==> config.mk <==
export PLATFORM = sky130hd
export DESIGN_NAME = mem_stage_lsu
export DESIGN_NICKNAME = d
export VERILOG_FILES = /design/src/rtl/mem_stage_lsu.sv
export SDC_FILE = /design/constraint.sdc
export NUM_CORES = 1
export LEC_CHECK = 0
export BUFFER_PORTS_ARGS = -buffer_cell sky130_fd_sc_hd__buf_2
export CORE_MARGIN = 2
export CORE_UTILIZATION = 30
export DETAILED_ROUTE_END_ITERATION = 16
export SETUP_SLACK_MARGIN = 0.4
export SYNTH_ARGS = -nofsm -noshare
export SYNTH_HDL_FRONTEND = slang
export SYNTH_SLANG_ARGS = --single-unit
==> constraint.sdc <==
create_clock -name clk -period 3.7 [get_ports clk]
set_clock_uncertainty 0.1 [all_clocks]
set_input_delay 0 -clock clk [delete_from_list [all_inputs] [get_ports clk]]
set_output_delay 0 -clock clk [all_outputs]
set_load 0.02 [all_outputs]
==> src/rtl/mem_stage_lsu.sv <==
// RV32I memory-stage load/store unit: turns the EX/MEM record into a bus access
// (byte/half/word, ready handshake, timeout) and produces the MEM/WB record.
module mem_stage_lsu #(
    parameter int TIMEOUT_CYCLES = 255
) (
    input  logic        clk,
    input  logic        reset,
    input  logic        ex_valid,
    input  logic        ex_mem_read,
    input  logic        ex_mem_write,
    input  logic [2:0]  ex_funct3,
    input  logic [31:0] ex_alu_result,
    input  logic [31:0] ex_rs2_val,
    input  logic [4:0]  ex_rd,
    input  logic        ex_reg_write,
    output logic        mem_stall,
    output logic        dmem_req,
    output logic        dmem_we,
    output logic [31:0] dmem_addr,
    output logic [31:0] dmem_wdata,
    output logic [3:0]  dmem_wstrb,
    input  logic        dmem_ready,
    input  logic [31:0] dmem_rdata,
    output logic        wb_valid,
    output logic [4:0]  wb_rd,
    output logic        wb_reg_write,
    output logic [31:0] wb_data,
    output logic [1:0]  wb_exc
);

    localparam logic [0:0] ST_IDLE   = 1'b0;
    localparam logic [0:0] ST_ACCESS = 1'b1;
    localparam logic [7:0] TO_LAST   = 8'(TIMEOUT_CYCLES - 1);

    logic [0:0]  state_r;
    logic [7:0]  cnt_r;
    logic [1:0]  off_r;
    logic [2:0]  f3_r;
    logic [4:0]  rd_r;
    logic        regw_r;

    logic        is_mem_s;
    logic        illegal_s;
    logic        misalign_s;
    logic        start_s;
    logic        timeout_hit_s;
    logic [3:0]  wstrb_s;
    logic [31:0] wdata_s;

    function automatic logic [31:0] fmt_load(input logic [2:0] f3, input logic [1:0] off,
                                             input logic [31:0] rdata);
        logic [7:0]  b;
        logic [15:0] h;
        logic [31:0] r;
        case (off)
            2'd0:    b = rdata[7:0];
            2'd1:    b = rdata[15:8];
            2'd2:    b = rdata[23:16];
            default: b = rdata[31:24];
        endcase
        h = off[1] ? rdata[31:16] : rdata[15:0];
        case (f3)
            3'b000:  r = {{24{b[7]}}, b};
            3'b001:  r = {{16{h[15]}}, h};
            3'b100:  r = {24'd0, b};
            3'b101:  r = {16'd0, h};
            default: r = rdata;
        endcase
        return r;
    endfunction

    // Width/alignment decode of the op presented in IDLE; illegal width outranks misalignment.
    always_comb begin
        is_mem_s = ex_valid & (ex_mem_read | ex_mem_write);
        case (ex_funct3)
            3'b000, 3'b001, 3'b010: illegal_s = 1'b0;
            3'b100, 3'b101:         illegal_s = ~ex_mem_read;
            default:                illegal_s = 1'b1;
        endcase
        case (ex_funct3[1:0])
            2'b01:   misalign_s = ex_alu_result[0];
            2'b10:   misalign_s = |ex_alu_result[1:0];
            default: misalign_s = 1'b0;
        endcase
        start_s       = (state_r == ST_IDLE) & is_mem_s & ~illegal_s & ~misalign_s;
        timeout_hit_s = (state_r == ST_ACCESS) & (cnt_r == TO_LAST);
    end

    // Store lane steering: replicate data across lanes, strobe selects the target bytes.
    always_comb begin
        case (ex_funct3[1:0])
            2'b00: begin
                wstrb_s = 4'b0001 << ex_alu_result[1:0];
                wdata_s = {4{ex_rs2_val[7:0]}};
            end
            2'b01: begin
                wstrb_s = 4'b0011 << {ex_alu_result[1], 1'b0};
                wdata_s = {2{ex_rs2_val[15:0]}};
            end
            default: begin
                wstrb_s = 4'b1111;
                wdata_s = ex_rs2_val;
            end
        endcase
    end

    // Upstream stall; held low while reset is asserted.
    always_comb begin
        if (!reset) begin
            mem_stall = 1'b0;
        end else if (state_r == ST_IDLE) begin
            mem_stall = start_s;
        end else begin
            mem_stall = ~dmem_ready & ~timeout_hit_s;
        end
    end

    // Access FSM, bus request registers and writeback record.
    always_ff @(posedge clk or negedge reset) begin
        if (!reset) begin
            state_r      <= ST_IDLE;
            cnt_r        <= 8'd0;
            off_r        <= 2'd0;
            f3_r         <= 3'd0;
            rd_r         <= 5'd0;
            regw_r       <= 1'b0;
            dmem_req     <= 1'b0;
            dmem_we      <= 1'b0;
            dmem_addr    <= 32'd0;
            dmem_wdata   <= 32'd0;
            dmem_wstrb   <= 4'd0;
            wb_valid     <= 1'b0;
            wb_rd        <= 5'd0;
            wb_reg_write <= 1'b0;
            wb_data      <= 32'd0;
            wb_exc       <= 2'd0;
        end else begin
            case (state_r)
                ST_IDLE: begin
                    wb_rd <= ex_rd;
                    if (start_s) begin
                        state_r      <= ST_ACCESS;
                        cnt_r        <= 8'd0;
                        off_r        <= ex_alu_result[1:0];
                        f3_r         <= ex_funct3;
                        rd_r         <= ex_rd;
                        regw_r       <= ex_reg_write & ex_mem_read;
                        dmem_req     <= 1'b1;
                        dmem_we      <= ex_mem_write;
                        dmem_addr    <= {ex_alu_result[31:2], 2'b00};
                        dmem_wdata   <= wdata_s;
                        dmem_wstrb   <= ex_mem_write ? wstrb_s : 4'b0000;
                        wb_valid     <= 1'b0;
                        wb_reg_write <= 1'b0;
                        wb_data      <= 32'd0;
                        wb_exc       <= 2'b00;
                    end else if (is_mem_s) begin
                        wb_valid     <= 1'b1;
                        wb_reg_write <= 1'b0;
                        wb_data      <= 32'd0;
                        wb_exc       <= illegal_s ? 2'b11 : 2'b01;
                    end else if (ex_valid) begin
                        wb_valid     <= 1'b1;
                        wb_reg_write <= ex_reg_write;
                        wb_data      <= ex_alu_result;
                        wb_exc       <= 2'b00;
                    end else begin
                        wb_valid     <= 1'b0;
                        wb_reg_write <= 1'b0;
                        wb_data      <= 32'd0;
                        wb_exc       <= 2'b00;
                    end
                end
                ST_ACCESS: begin
                    cnt_r <= cnt_r + 8'd1;
                    wb_rd <= rd_r;
                    if (dmem_ready) begin
                        state_r      <= ST_IDLE;
                        dmem_req     <= 1'b0;
                        wb_valid     <= 1'b1;
                        wb_exc       <= 2'b00;
                        wb_reg_write <= regw_r;
                        wb_data      <= dmem_we ? 32'd0 : fmt_load(f3_r, off_r, dmem_rdata);
                    end else if (timeout_hit_s) begin
                        state_r      <= ST_IDLE;
                        dmem_req     <= 1'b0;
                        wb_valid     <= 1'b1;
                        wb_exc       <= 2'b10;
                        wb_reg_write <= 1'b0;
                        wb_data      <= 32'd0;
                    end else begin
                        wb_valid     <= 1'b0;
                        wb_reg_write <= 1'b0;
                    end
                end
                default: begin
                    state_r  <= ST_IDLE;
                    dmem_req <= 1'b0;
                    wb_valid <= 1'b0;
                end
            endcase
        end
    end

endmodule

==> flow_metrics.py <==
metrics = {
    "status": {
        "outcome": "completed",
    },
    "drt": {
        "routed_wire_length_per_instance_um": 17.5,
        "dr.first_iter.drc_count": 239,
        "vias": 5382,
        "antenna_violating_nets_post_route": 0,
        "remaining_drc_errors": 0,
        "drt-pass1-iter-count": 5,
        "avgViaCountPerCell": 4.88,
        "totalWireLength_um": 19300,
    },
    "sta": {
        "tightest_slew_ns": 1.04,
        "unrepaired_setup_endpoints_after_global_routing": "no",
        "setup-tns-final_ns": 0,
        "finalCritPeriodShare": 0.801,
        "final_hold_viol_count": 0,
        "fin_ws_ns": 0.735,
        "timing.slew.headroom": 0.307,
        "final_hold_slack_ns": 0.0112,
        "max_freq_ghz": 0.337,
        "setup_violations": 0,
        "slew_violations": 0,
        "layout_min_cycle_time_ns": 2.97,
    },
    "worst_setup_path": {
        "worst_ep_arrival_time_ns": 2.87,
        "rr_endpoint": "wb_data[6]$_DFFE_PN0P_",
        "r2r_slack_ns": 0.89,
        "worstRegToRegCells": 5,
        "category_of_the_worst_setup_path_launch_point": "input port",
        "worst_r2r_startpoint": "off_r[1]$_DFFE_PN0P_",
        "end_kind": "output port",
        "crit_path_max_fanout": 47,
        "cp.required_ns": 3.60,
        "timing_worst_setup_path_type": "in2out",
    },
    "flow_run": {
        "drv_cap": 0,
    },
    "die": {
        "area_of_the_die_mm2": 0.0212,
        "die_width_um": 146,
        "core.rowCount": 51,
        "start_util": 0.307,
        "ios": 223,
        "fp.coreArea_mm2": 0.0196,
        "die-height_um": 146,
    },
    "yosys": {
        "post_synth.cell_area_avg_um2": 12.1,
        "asr_flop_ratio_synth": 1.00,
        "synth_edf_count": 0,
        "ys_seq_elements": 129,
        "synth_largest_area_cell": "dfrtp_1",
        "ys_types": 48,
        "ys_top_cells_by_area": "dfrtp_1 54%, mux2_2 16%, nand2_1 3.0%, a222oi_1 2.7%, a22o_1 2.2%",
        "synth.cell_area_mm2": 0.00601,
        "synth_largest_type_area_fraction": 0.537,
        "synth_flop_cell": "dfrtp_1",
        "syn_inst": 495,
        "ys_warn_count": 0,
        "seq_area_frac_synth": 0.537,
    },
    "global_routing": {
        "first_pass_grt_wire_length_um": 30800,
        "initial_antenna_violation_count": 0,
        "grt_start_max_net_pins": 76,
        "grt_usage": 0.184,
        "first_global_vias": 5594,
        "grt.overflow.total": 0,
    },
    "placed_design": {
        "detailedPlace.worstSlack_ns": 0.907,
        "detailedPlacementHpwl_um": 13100,
        "dp.cells": 952,
        "globalplace.congestion": 0.765,
        "numPortBuffers": 220,
    },
    "clock_tree": {
        "path_clk_slew_ns": 0.06,
        "cts-buffers-inserted": 17,
        "clock_sinks": 129,
        "clk_latency_ns": 0.41,
        "cts.path.max_buffers": 2,
        "cts_tree": "done",
        "clock_tree.htree_level_count": 4,
        "clockRootBuffer": "clkbuf_16",
    },
    "cells_and_area": {
        "mostFrequentLayoutCells": "219 x buf_2, 128 x dfrtp_1, 119 x dlygate4sd3_1, 86 x mux2_2, 48 x nand2_1",
        "final.fill_count": 1816,
        "diodes": 0,
        "final_net_count": 941,
        "layout-area-overhead-vs-synth_pct": 52.4,
        "finalNonFillerCells": 1103,
        "layout-drive-gt1-share": 0.421,
        "final_common_cell": "buf_2",
    },
    "pwr": {
        "power.density_cell_area_mw_per_mm2": 597,
        "peakVddDrop_mv": 0.324,
        "totalPowerFinal_uw": 5470,
        "p_leak_uw": 0.00447,
    },
    "worst_hold_path": {
        "hold_path.class": "in2async",
    },
}
-- through the flow --
stage | util | instance area [um^2]
6_report | 0.468 | 9160
5_1_grt | 0.468 | 9160
4_1_cts | 0.468 | 9160
3_5_place_dp | 0.376 | 7360
3_3_place_gp | 0.376 | 7360
2_1_floorplan | - | 6020
-- power by group --
group          total [uW]  switching (uW)  internal [uW]
Clock                1740             704           1030
Combinational        1690             941            752
Sequential           2030             254           1780
-- metal layers --
metal | wire length [um] | vias up | global-route usage
met5 | 0 | - | 0
met4 | 156 | 0 | 0.0549
met3 | 1310 | 17 | 0.0517
met2 | 9110 | 211 | 0.295
met1 | 8770 | 2652 | 0.243
li1 | - | 2502 | -
-- synth_stat cells (2+ instances only) --
| cell type | count |
|---|---|
| o22ai_1 | 11 |
| buf_4 | 2 |
| o32ai_1 | 7 |
| or2_2 | 3 |
| inv_1 | 18 |
| a221o_1 | 9 |
| a21o_1 | 7 |
| a22oi_1 | 8 |
| mux2_1 | 6 |
| ha_1 | 5 |
| buf_2 | 11 |
| dfrtp_1 | 129 |
| o21ai_0 | 11 |
| clkbuf_1 | 19 |
| nand4_1 | 4 |
| mux2i_1 | 6 |
| a22o_1 | 15 |
| xor2_1 | 4 |
| nand2_1 | 48 |
| nand2b_1 | 4 |
| buf_1 | 3 |
| o21a_1 | 3 |
| a211oi_1 | 7 |
| o21bai_1 | 2 |
| mux2_2 | 86 |
| nor3_1 | 2 |
| nor2_1 | 8 |
| a222oi_1 | 16 |
| nand3_1 | 5 |
| a21oi_1 | 4 |
| nor2b_1 | 6 |
| a21boi_0 | 2 |
| a2bb2oi_1 | 9 |
-- cell type report --
type | instances | area (um^2) | area share
Tap cell | 265 | 332 | 0.0362
Timing Repair Buffer | 346 | 2360 | 0.258
Multi-Input combinational cell | 312 | 2560 | 0.279
Clock buffer | 18 | 439 | 0.0479
Clock inverter | 14 | 169 | 0.0184
Inverter | 19 | 71.3 | 0.00778
Sequential cell | 129 | 3230 | 0.352
-- flip-flops by register name, indices dropped and copies added (netlist names) --
name	flops
dmem_we	1
dmem_addr	30
cnt_r	8
regw_r	1
f3_r	3
wb_valid	1
state_r	1
wb_reg_write	1
wb_exc	2
wb_data	32
wb_rd	5
dmem_wstrb	4
off_r	2
dmem_req	1
dmem_wdata	32
rd_r	5
-- kinds of logic (layout without fill, tap and decap cells) --
family                     after synthesis  after routing  synth area share
and+or+nand+nor                         86             86            0.0676
adders and majority gates                5              5            0.0104
muxes                                   99             99             0.186
other                                    1              2          0.000624
buffers and inverters                   55            397            0.0391
AOI/OAI and AO/OA                      116            116             0.153
xor gates and xnor gates                 4              4           0.00583
DFF                                    129            129             0.537
-- worst max-delay path by stage --
stage                         start  cells past startpoint  slack, ns                          to
6_report               ex_funct3[0]                     10       0.73                   mem_stall
5_1_grt                ex_funct3[0]                     10       0.50                   mem_stall
3_5_place_dp           ex_funct3[1]                      8       0.91   dmem_addr[19]$_DFFE_PN0P_
3_3_place_gp           ex_funct3[1]                      8       0.95   dmem_addr[20]$_DFFE_PN0P_
2_1_floorplan          ex_funct3[1]                      9       1.68  dmem_wdata[10]$_DFFE_PN0P_
4_1_cts        off_r[1]$_DFFE_PN0P_                      5       0.65      wb_data[6]$_DFFE_PN0P_
-- what timing repair did --
| action | in CTS | in global routing |
|---|---|---|
| hold buffers | 119 | 0 |
| buffers inserted | 0 | 0 |
| endpoints found under the setup margin | 0 | 1 |
| hold endpoints to repair | 247 | 0 |
| resized for setup | 0 | 1 |
-- critical path, stage by stage --
cell and delay [ns]:
dlygate4sd3_1 0.55, buf_2 0.13, inv_1 0.11, ha_1 0.63, nor3_1 0.16, a2bb2oi_1 0.20, nor3_4 0.14, buf_4 0.54
o21a_1 0.22, buf_2 0.16
Power figures use the tool's default switching activity.
